--- src/rtl/addsub_sat.sv ---
// addsub_sat: registered 16-bit signed add/subtract with two's-complement
// saturation and an overflow flag. The result appears one cycle after capture.
// The 16-bit adder is four 4-bit carry-lookahead groups chained by group carry.
// Optional build macro ADDSUB_FLAGS_EN adds registered zero/neg flags taken
// from the saturated result.

// 4-bit carry-lookahead group: the carries come from generate/propagate terms
// expanded in full, so no ripple path runs inside the group.
module addsub_sat_cla4 (
  input  logic [3:0] a,
  input  logic [3:0] b,
  input  logic       cin,
  output logic [3:0] s,
  output logic       cout
);
  logic [3:0] g, p;
  logic [4:0] c;

  // generate/propagate and fully expanded lookahead carries
  always_comb begin
    g    = a & b;
    p    = a ^ b;
    c[0] = cin;
    c[1] = g[0] | (p[0] & c[0]);
    c[2] = g[1] | (p[1] & g[0]) | (p[1] & p[0] & c[0]);
    c[3] = g[2] | (p[2] & g[1]) | (p[2] & p[1] & g[0])
         | (p[2] & p[1] & p[0] & c[0]);
    c[4] = g[3] | (p[3] & g[2]) | (p[3] & p[2] & g[1])
         | (p[3] & p[2] & p[1] & g[0]) | (p[3] & p[2] & p[1] & p[0] & c[0]);
    s    = p ^ c[3:0];
    cout = c[4];
  end
endmodule

module addsub_sat (
  input  logic        clk,
  input  logic        rst_n,
  input  logic        in_valid,
  input  logic [15:0] a,
  input  logic [15:0] b,
  input  logic        sub,
  output logic [15:0] sum,
  output logic        ovfl,
  output logic        out_valid
`ifdef ADDSUB_FLAGS_EN
  ,
  output logic        zero,
  output logic        neg
`endif
);
  localparam int NUM_GRP = 4;

  logic [15:0] bx, raw, sat;
  logic [NUM_GRP:0] gc;
  logic        pos_ovf, neg_ovf;
  logic        carry_unused;

  logic [15:0] sum_d, sum_q;
  logic        ovfl_d, ovfl_q;
  logic        out_valid_d, out_valid_q;

  // subtraction is a + ~b + 1; the +1 enters as the carry-in of group 0
  assign bx    = sub ? ~b : b;
  assign gc[0] = sub;

  for (genvar i = 0; i < NUM_GRP; i++) begin : g_grp
    addsub_sat_cla4 u_cla (
      .a    (a[4*i +: 4]),
      .b    (bx[4*i +: 4]),
      .cin  (gc[i]),
      .s    (raw[4*i +: 4]),
      .cout (gc[i+1])
    );
  end

  // carry-out of bit 15 plays no part in signed overflow
  assign carry_unused = gc[NUM_GRP];

  // overflow detection, clamp selection and hold-when-idle next state
  always_comb begin
    pos_ovf     = ~a[15] & ~bx[15] &  raw[15];
    neg_ovf     =  a[15] &  bx[15] & ~raw[15];
    sat         = pos_ovf ? 16'h7FFF : (neg_ovf ? 16'h8000 : raw);
    out_valid_d = in_valid;
    sum_d       = sum_q;
    ovfl_d      = ovfl_q;
    if (in_valid) begin
      sum_d  = sat;
      ovfl_d = pos_ovf | neg_ovf;
    end
  end

  // result registers; reset clears immediately, without waiting for a clock edge
  always_ff @(posedge clk or negedge rst_n) begin
    if (!rst_n) begin
      sum_q       <= 16'h0000;
      ovfl_q      <= 1'b0;
      out_valid_q <= 1'b0;
    end else begin
      sum_q       <= sum_d;
      ovfl_q      <= ovfl_d;
      out_valid_q <= out_valid_d;
    end
  end

  assign sum       = sum_q;
  assign ovfl      = ovfl_q;
  assign out_valid = out_valid_q;

`ifdef ADDSUB_FLAGS_EN
  logic zero_d, zero_q, neg_d, neg_q;

  // flags follow the saturated value with the same enable as sum
  always_comb begin
    zero_d = zero_q;
    neg_d  = neg_q;
    if (in_valid) begin
      zero_d = (sat == 16'h0000);
      neg_d  = sat[15];
    end
  end

  // flag registers; the reset value matches a zero sum
  always_ff @(posedge clk or negedge rst_n) begin
    if (!rst_n) begin
      zero_q <= 1'b1;
      neg_q  <= 1'b0;
    end else begin
      zero_q <= zero_d;
      neg_q  <= neg_d;
    end
  end

  assign zero = zero_q;
  assign neg  = neg_q;
`endif
endmodule

--- config.mk ---
export PLATFORM = sky130hd
export DESIGN_NAME = addsub_sat
export DESIGN_NICKNAME = d
export VERILOG_FILES = /design/src/rtl/addsub_sat.sv
export SDC_FILE = /design/constraint.sdc
export NUM_CORES = 1
export LEC_CHECK = 0
export BUFFER_PORTS_ARGS = -buffer_cell sky130_fd_sc_hd__buf_2
export CAP_MARGIN = 40
export CELL_PAD_IN_SITES_DETAIL_PLACEMENT = 1
export CELL_PAD_IN_SITES_GLOBAL_PLACEMENT = 1
export CORE_MARGIN = 1
export CORE_UTILIZATION = 38
export DETAILED_ROUTE_END_ITERATION = 8
export GPL_TIMING_DRIVEN = 0
export HOLD_SLACK_MARGIN = 0.08
export PLACE_DENSITY = 0.89
export SYNTH_ARGS = -nofsm -noshare
export SYNTH_HDL_FRONTEND = slang
export SYNTH_HIERARCHICAL = 1
export SYNTH_SLANG_ARGS = --single-unit
--- constraint.sdc ---
create_clock -name clk -period 1 [get_ports clk]
set_clock_uncertainty 0.2 [all_clocks]
set_input_delay 0.1 -clock clk [delete_from_list [all_inputs] [get_ports clk]]
set_output_delay 0.1 -clock clk [all_outputs]
set_load 0.02 [all_outputs]
Yosys cells after proc, flatten, opt, wreduce, memory -nomap -nowiden
Index checks and enable logic that the tools add are counted.
{ "word_totals": {"register_bits": 18, "wordCells": 120, "output_inout_bits": 18, "in_bits": 36} }
{ "classes": {"muxes": 3, "bitwise": 114} }
{ "op_table": {"columns": ["op", "count"], "rows": [
  ["$and 1x1->1", 61],
  ["$mux 16", 3],
  ["$or 1x1->1", 37],
  ["$xor 4x4->4", 8],
  ["$not 16->16", 1],
  ["$and 4x4->4", 3],
  ["$and 3x3->3", 1],
  ["$not 1->1", 3]
]} }

Longest topological paths before layout
Gate-level depths: netlist of run 1.
{ "logic_depth": {"depth_word": 19, "depth_mapped": 19, "depth_no_buf": 16} }

Hierarchy
The synthesis of run 1 kept the hierarchy.
{ "by_module_without_submodules": {"columns": ["mod", "area_per_inst_um2", "seq_area_each_um2", "n_inst", "cells_per_inst"], "rows": [
  ["addsub_sat", 1096.1, 450.4, 1, 114],
  ["addsub_sat_cla4", 132.6, 0.0, 4, 13]
]} }

Worst setup path before layout of run 1
No wires, ideal clock.
{ "synth_path": {"kind": "input port to flip-flop", "startpoint": "in sub", "endpoint": "reg sum_q[0] (netlist: sum[0])", "stages": 19, "n_path_buf": 3, "required_time_ns": 0.710, "setup_ns": 0.090, "t_arrival_ns": 3.807, "path_slack_ns": -3.097, "cell_sequence": "buf_6 xor2_1 ha_1 a21o_1 a31o_1 a21o_1 a21o_1 a31o_1 a21o_1 a21o_1 a31o_1 a21o_1 a21o_1 a31o_1 xor2_1 clkbuf_1 nand4_1 buf_2 o2111ai_1"} }
{ "synth_between": {"word_cells_on_any_way": 60, "cone_classes": "mux: 3; bitwise: 57"} }
{ "synth_lines": {"columns": ["element", "line", "source"], "rows": [
  ["start: declaration", "41", "input logic sub,"],
  ["$mux 16 (*)", "63", "assign bx = sub ? ~b : b;"],
  ["net bx[0]", "53", "logic [15:0] bx, raw, sat;"],
  ["$and 4x4->4 or $xor 4x4->4 (tied branches)", "21, 22", null],
  ["$and 1x1->1", "29", "| (p[3] & p[2] & p[1] & g[0]) | (p[3] & p[2] & p[1] & p[0] & c[0]);"],
  ["$or 1x1->1 or $and 1x1->1 (tied branches)", "29", null],
  ["$or 1x1->1 (*)", "29", null],
  ["net gc[1]", "54", "logic [NUM_GRP:0] gc;"],
  ["$and 1x1->1 (*)", "29", null],
  ["[... 1 more ...]", null, null],
  ["net gc[2]", "54", null],
  ["[... 2 more ...]", null, null],
  ["net gc[3]", "54", null],
  ["$and 1x1->1 (*)", "27", "| (p[2] & p[1] & p[0] & c[0]);"],
  ["$or 1x1->1 (*)", "27", null],
  ["$xor 4x4->4 (*)", "30", "s = p ^ c[3:0];"],
  ["net raw[15]", "53", null],
  ["$not 1->1", "82", "neg_ovf = a[15] & bx[15] & ~raw[15];"],
  ["$and 1x1->1", "82", null],
  ["$mux 16", "83", "sat = pos_ovf ? 16'h7FFF : (neg_ovf ? 16'h8000 : raw);"],
  ["$mux 16 (*)", "83", null],
  ["end signal: assignment", "100", "sum_q <= sum_d;"],
  ["end: declaration", "58", "logic [15:0] sum_d, sum_q;"]
]} }
Mark *: on every way through the listed nets, which the timed path passes. The rest lies on a longest branch.
A chain may end at the register's enable or synchronous reset.

Final worst setup path of run 1
{ "layout_path": {"startpoint": "in sub", "endpoint": "reg sum_q[8] (netlist: sum[8])"} }
{ "layout_between": {"elab_chain_cells": 18, "word_cells_on_any_way": 60, "cone_classes": "mux: 3; bitwise: 57"} }
{ "layout_rtl": {"columns": ["element", "line", "source"], "rows": [
  ["$mux 16 (*)", "63", null],
  ["net bx[2]", "53", null],
  ["$and 4x4->4 or $xor 4x4->4 (tied branches)", "21, 22", null],
  ["$and 1x1->1, on equally long branches", "28, 29", null],
  ["$or 1x1->1 (tied with other cells)", "28", "c[4] = g[3] | (p[3] & g[2]) | (p[3] & p[2] & g[1])"],
  ["$or 1x1->1 or $and 1x1->1 (tied branches)", "28, 29", null],
  ["$or 1x1->1 or $and 1x1->1 (tied branches)", "29", null],
  ["$or 1x1->1 (*)", "29", null],
  ["net gc[1]", "54", null],
  ["[... 2 more ...]", null, null],
  ["net gc[2]", "54", null],
  ["[... 2 more ...]", null, null],
  ["net gc[3]", "54", null],
  ["$and 1x1->1 (*)", "27", null],
  ["$or 1x1->1 (*)", "27", null],
  ["$xor 4x4->4 (*)", "30", null],
  ["net raw[15]", "53", null],
  ["$not 1->1", "82", null],
  ["$and 1x1->1", "82", null],
  ["$mux 16", "83", null],
  ["$mux 16 (*)", "83", null]
]} }
Marks and branches as above.

==> flow_summary.yaml, run 1 <==
power_and_ir_drop:
  p_leak_nw: 1.293
  ir_drop_mv: 0.6559
  power.density_nw_per_um2: 1818
  total_power_mw: 4.688
clocking:
  root_buffer: "clkbuf_8"
  cts_made_buffers: 3
  clk_path_buf_depth: 2
  cts_max_level: 1
  clock_latency_ns: 0.25
  cts_tree: "done"
  cts_sinks: 18
  holdBufCountCts: 2
  path_clk_slew_ns: 0.07
yosys:
  yosys_warnings: 6
  syn_nets: 221
  synthesis.area_sq_um: 1619
  syn_avg_cell_area_sq_um: 9.812
  syn_inst: 165
setup_path:
  rrSetupSlack_ns: -0.14
  end_kind: "register"
  critPathMaxFanout: 5
  worst-setup-path-type: "input port to register"
  start_kind: "input port"
  cp.arrival_ns: 3.70
  cp.required_ns: 0.91
finish:
  finalNetCount: 315
  multi_input_area_sq_um: 1189
  n_antenna_cell: 0
  final_cells: 308
  regArea_sq_um: 450.4
  drive_gt1_share_pct: 44.57
  layout_common_cells: "buf_2, buf_4, buf_6"
  final_common_cell: "buf_2"
  fill_cells: 458
  area_growth_pct: 59.27
drt:
  drc_errors: 0
  wl_per_cell_microns: 19.89
  vias: 1731
  avgViaCountPerCell: 5.620
  drt-total-wl_microns: 6125
  drt.antenna.violating_nets: 0
  first_iter_violations: 101
  drtPass1Iterations: 4
placed_design:
  io_buffers: 53
  detailed_place_hpwl_microns: 3437
  gp_congestion: 0.7835
  dp.cells: 268
  place_ws_ns: -3.336
global_route:
  gr-total-overflow: 0
  antenna_found_initial: 0
  grt_pass1_vias: 1768
  grt_pass1_wl_microns: 8542
  grt_usage_pct: 25.69
  grt_start_max_net_pins: 19
floorplanning:
  die_area_sq_um: 4526
  io-pin-count: 54
  die_y_microns: 67.28
  design.core.area_sq_um: 4058
  num_rows: 23
  start_util_pct: 39.90
  die_w_microns: 67.28
run_status:
  status: "finished with violations"
  violations: "negative setup slack"
sta:
  post-route-period-util_pct: 378.5
  rsz0062_at_grt: "yes"
  setup_ws_ns: -2.785
  hold_violations: 0
  setup_viol: 35
  slew_violations: 0
  fin_crit_ns: 3.785
  fmax_mhz: 264.2
  slew_headroom_pct: 51.42
  worst_pin_slew_ns: 0.7287
min_path:
  hold_class: "input port to register"
run:
  cap_violations: 0
[flip-flops by register name, summed over array words and instances (netlist names)]
name / flops
sum: 16
out_valid: 1
ovfl: 1
[through the flow]
step                setup TNS (ns)  hold WS (ns)  cell area [sq um]  util (%)
finish                      -48.22       0.02071               2579     63.55
global route                -50.61       0.03491               2579     63.55
CTS                         -48.26       0.01371               2446     60.28
detailed placement          -55.61       -0.1486               1987     48.97
global placement            -54.28       -0.1562               1987     48.97
floorplan                   -46.09       -0.3956               1659         -
[path summary, 6_finish.rpt]
kind / startpoint / end / depth (start not counted)
worst max-delay path: sub / sum[8] / 19
worst min-delay path: a[15] / ovfl / 3
worst max register to register: sum[2] / sum[2] / 3
worst min register to register: sum[15] / sum[15] / 1
max in group asynchronous: rst_n / sum[2] / 2
min in group asynchronous: rst_n / sum[15] / 2
[repair_timing]
action	in CTS	in global routing
buffers inserted	22	10
setup endpoints to repair	35	35
gates cloned	2	1
pin swaps	26	18
endpoints found under the hold margin	20	1
resized for setup	51	11
[worst max-delay path: stages]
cell	delay, ns
buf_8	0.10
buf_12	0.12
xor2_2	0.13
ha_1	0.31
buf_4	0.15
a31o_1	0.23
a21o_1	0.18
a21o_1	0.17
a31o_1	0.22
a21o_1	0.20
a21o_1	0.20
a31o_1	0.19
a21o_1	0.20
a21o_1	0.18
a31o_4	0.25
xor2_4	0.21
clkbuf_8	0.18
o211ai_1	0.24
o2111ai_2	0.13
[report_power, final]
group	leakage [nW]	switching [mW]	internal, mW
Sequential	0.211	0.176	0.961
Combinational	1.05	1.46	1.49
Clock	0.0288	0.250	0.350
[layout make-up]
cell class | instances | share of cell area (%)
plain buffers | 11 | 2.960
repair buffers | 89 | 26.30
multi-input cells | 118 | 46.09
inverters | 18 | 2.620
well taps | 50 | 2.426
clock buffers | 4 | 2.135
flip-flops and latches | 18 | 17.47
[routing by layer]
metal  part of all wire [%]  global-route usage (%)  wire length, microns  up-vias
met4                    3.4                   13.56                   206        0
met3                    3.2                   2.196                   198       21
met1                     40                   30.02                  2425      852
met2                     54                   46.13                  3295       64
met5                      0                       0                     0        -
li1                       -                       -                     -      794
No activity file was read; power rests on OpenSTA's default activity.
==> run 2, diff against run 1 <==
Settings changed: CAP_MARGIN 40 to 15, CORE_MARGIN 1 to 5, CORE_UTILIZATION 38 to 39, CTS_BUF_LIST set to sky130_fd_sc_hd__clkbuf_8, PLACE_DENSITY 0.89 to 0.91.
==> flow_summary.yaml, run 2 (synthesis gave the netlist of run 1 again) <==
run_status:
  status: "finished with violations"
  violations: "negative setup slack"
finish:
  largest_reg_flops: 16
  final_cells: 306
  area_growth_pct: 58.89
  final_common_cell: "buf_2"
  n_antenna_cell: 0
  layout_common_cells: "buf_2, buf_4, buf_6"
  drive_gt1_share_pct: 45.70
  finalNetCount: 313
placed_design:
  io_buffers: 53
  gp_congestion: 0.7731
  detailed_place_hpwl_microns: 3632
  dp.cells: 268
  place_ws_ns: -3.378
sta:
  hold_violations: 0
  setup_viol: 35
  slew_violations: 0
  slew_headroom_pct: 51.74
  setup_ws_ns: -2.870
  fin_crit_ns: 3.870
  fmax_mhz: 258.4
  post-route-period-util_pct: 387.0
  rsz0062_at_grt: "yes"
  worst_pin_slew_ns: 0.7239
power_and_ir_drop:
  p_leak_nw: 1.291
  ir_drop_mv: 0.6318
  power.density_nw_per_um2: 1811
clocking:
  path_clk_slew_ns: 0.07
  clock_latency_ns: 0.25
  cts_made_buffers: 3
  root_buffer: "clkbuf_8"
  cts_sinks: 18
  clk_path_buf_depth: 2
  cts_tree: "done"
  cts_max_level: 1
  holdBufCountCts: 2
drt:
  drtPass1Iterations: 4
  avgViaCountPerCell: 5.690
  first_iter_violations: 105
  vias: 1741
  wl_per_cell_microns: 19.13
  drt-total-wl_microns: 5853
  drc_errors: 0
  drt.antenna.violating_nets: 0
min_path:
  hold_class: "input port to register"
  holdCritStartpoint: "a[15]"
  hold-path-endpoint: "ovfl"
  worstHoldPathCells: 3
setup_path:
  worst-path-buf-inv: 3
  rrSetupSlack_ns: -0.07
  max_stage_delay_ns: 0.32
  crit_chain: "buf_8 > buf_12 > xor2_2 > ha_1 > a21o_1 > a31o_1 > a21o_1 > a21o_1 > a31o_1 > a21o_1 > a21o_1 > a31o_1 > a21o_1 > a21o_1 > a31o_4 > xor2_4 > nand4_1 > buf_6 > o2111ai_2"
  cp.arrival_ns: 3.84
  ff2ff_path_depth: 3
  cp_top_family: "compound AO/OA/AOI/OAI gates"
  startpoint: "sub"
  critPathMaxFanout: 6
  r2r_start: "sum[0]"
  slowest_stage: "ha_1"
  end_kind: "register"
  worst-setup-path-type: "input port to register"
  rr_endpoint: "sum[0]"
  cp.required_ns: 0.97
  start_kind: "input port"
  cpMostUsedCell: "a21o_1"
floorplanning:
  die_w_microns: 74.43
  io-pin-count: 54
  num_rows: 23
  design.core.area_sq_um: 4000
  die_area_sq_um: 5540
  die_y_microns: 74.43
  start_util_pct: 40.48
global_route:
  grt_pass1_vias: 1926
  grt_pass1_wl_microns: 9673
  grt_start_max_net_pins: 19
  antenna_found_initial: 0
  gr-total-overflow: 0
  grt_usage_pct: 22.96
run:
  cap_violations: 0
run 2: area by class of cell:
cell class	instances	area (sq um)
fill	456	1428
sequential	18	450.4
timing repair buffer	88	663.1
multi-input combinational	117	1197
tap	50	62.56
inverter	18	67.56
clock buffer	4	55.05
buffer	11	76.32
run 2: worst register-to-register path: cells and delay by family, from the launching register on:
| family | cells | cell delay [ns] |
|---|---|---|
| DFF | 1 | 0.40 |
| buffers and inverters | 2 | 0.21 |
| AOI/OAI and AO/OA | 1 | 0.11 |
run 2: timing repair:
| item | CTS | global route |
|---|---|---|
| gates cloned | 1 | 1 |
| hold endpoints to repair | 20 | 1 |
| pin swaps | 27 | 15 |
| resized for setup | 56 | 7 |
| setup buffers | 24 | 7 |
| setup endpoints to repair | 35 | 35 |
run 2: per-layer routing:
layer,wire length (microns),up-vias,part of all wire (%),GRT usage [%]
li1,-,791,-,-
met1,2326,852,40,28.05
met2,3046,81,52,41.27
met3,315,17,5.4,2.568
met4,164,0,2.8,8.498
met5,0,-,0,0
run 2: worst max path at each step:
stage / endpoint / slack, ns / depth (start not counted)
CTS: sum[15] / -2.80 / 18
detailed placement: sum[0] / -3.38 / 20
global route: sum[4] / -3.00 / 19
floorplan: sum[15] / -2.79 / 18
finish: sum[6] / -2.87 / 19
global placement: sum[11] / -3.25 / 20
run 2: where the power goes:
| part | internal [mW] | total, mW | leakage, nW | switching [mW] |
|---|---|---|---|---|
| logic | 1.50 | 2.92 | 1.05 | 1.42 |
| clock network | 0.350 | 0.597 | 0.0288 | 0.247 |
| registers | 0.962 | 1.14 | 0.211 | 0.180 |
run 2: stage by stage:
step / TNS (ns) / utilization [%] / instance area, sq um / power [mW] / hold slack, ns
after floorplan: -46.09 / - / 1659 / 2.377 / -0.3956
after global placement: -54.10 / 49.67 / 1987 / 2.921 / -0.1524
after detailed placement: -55.57 / 49.67 / 1987 / 3.014 / -0.1489
after CTS: -48.41 / 62.06 / 2482 / 4.448 / 0.01658
after global routing: -52.55 / 64.31 / 2572 / 4.934 / 0.05490
final: -49.98 / 64.31 / 2572 / 4.659 / 0.06347
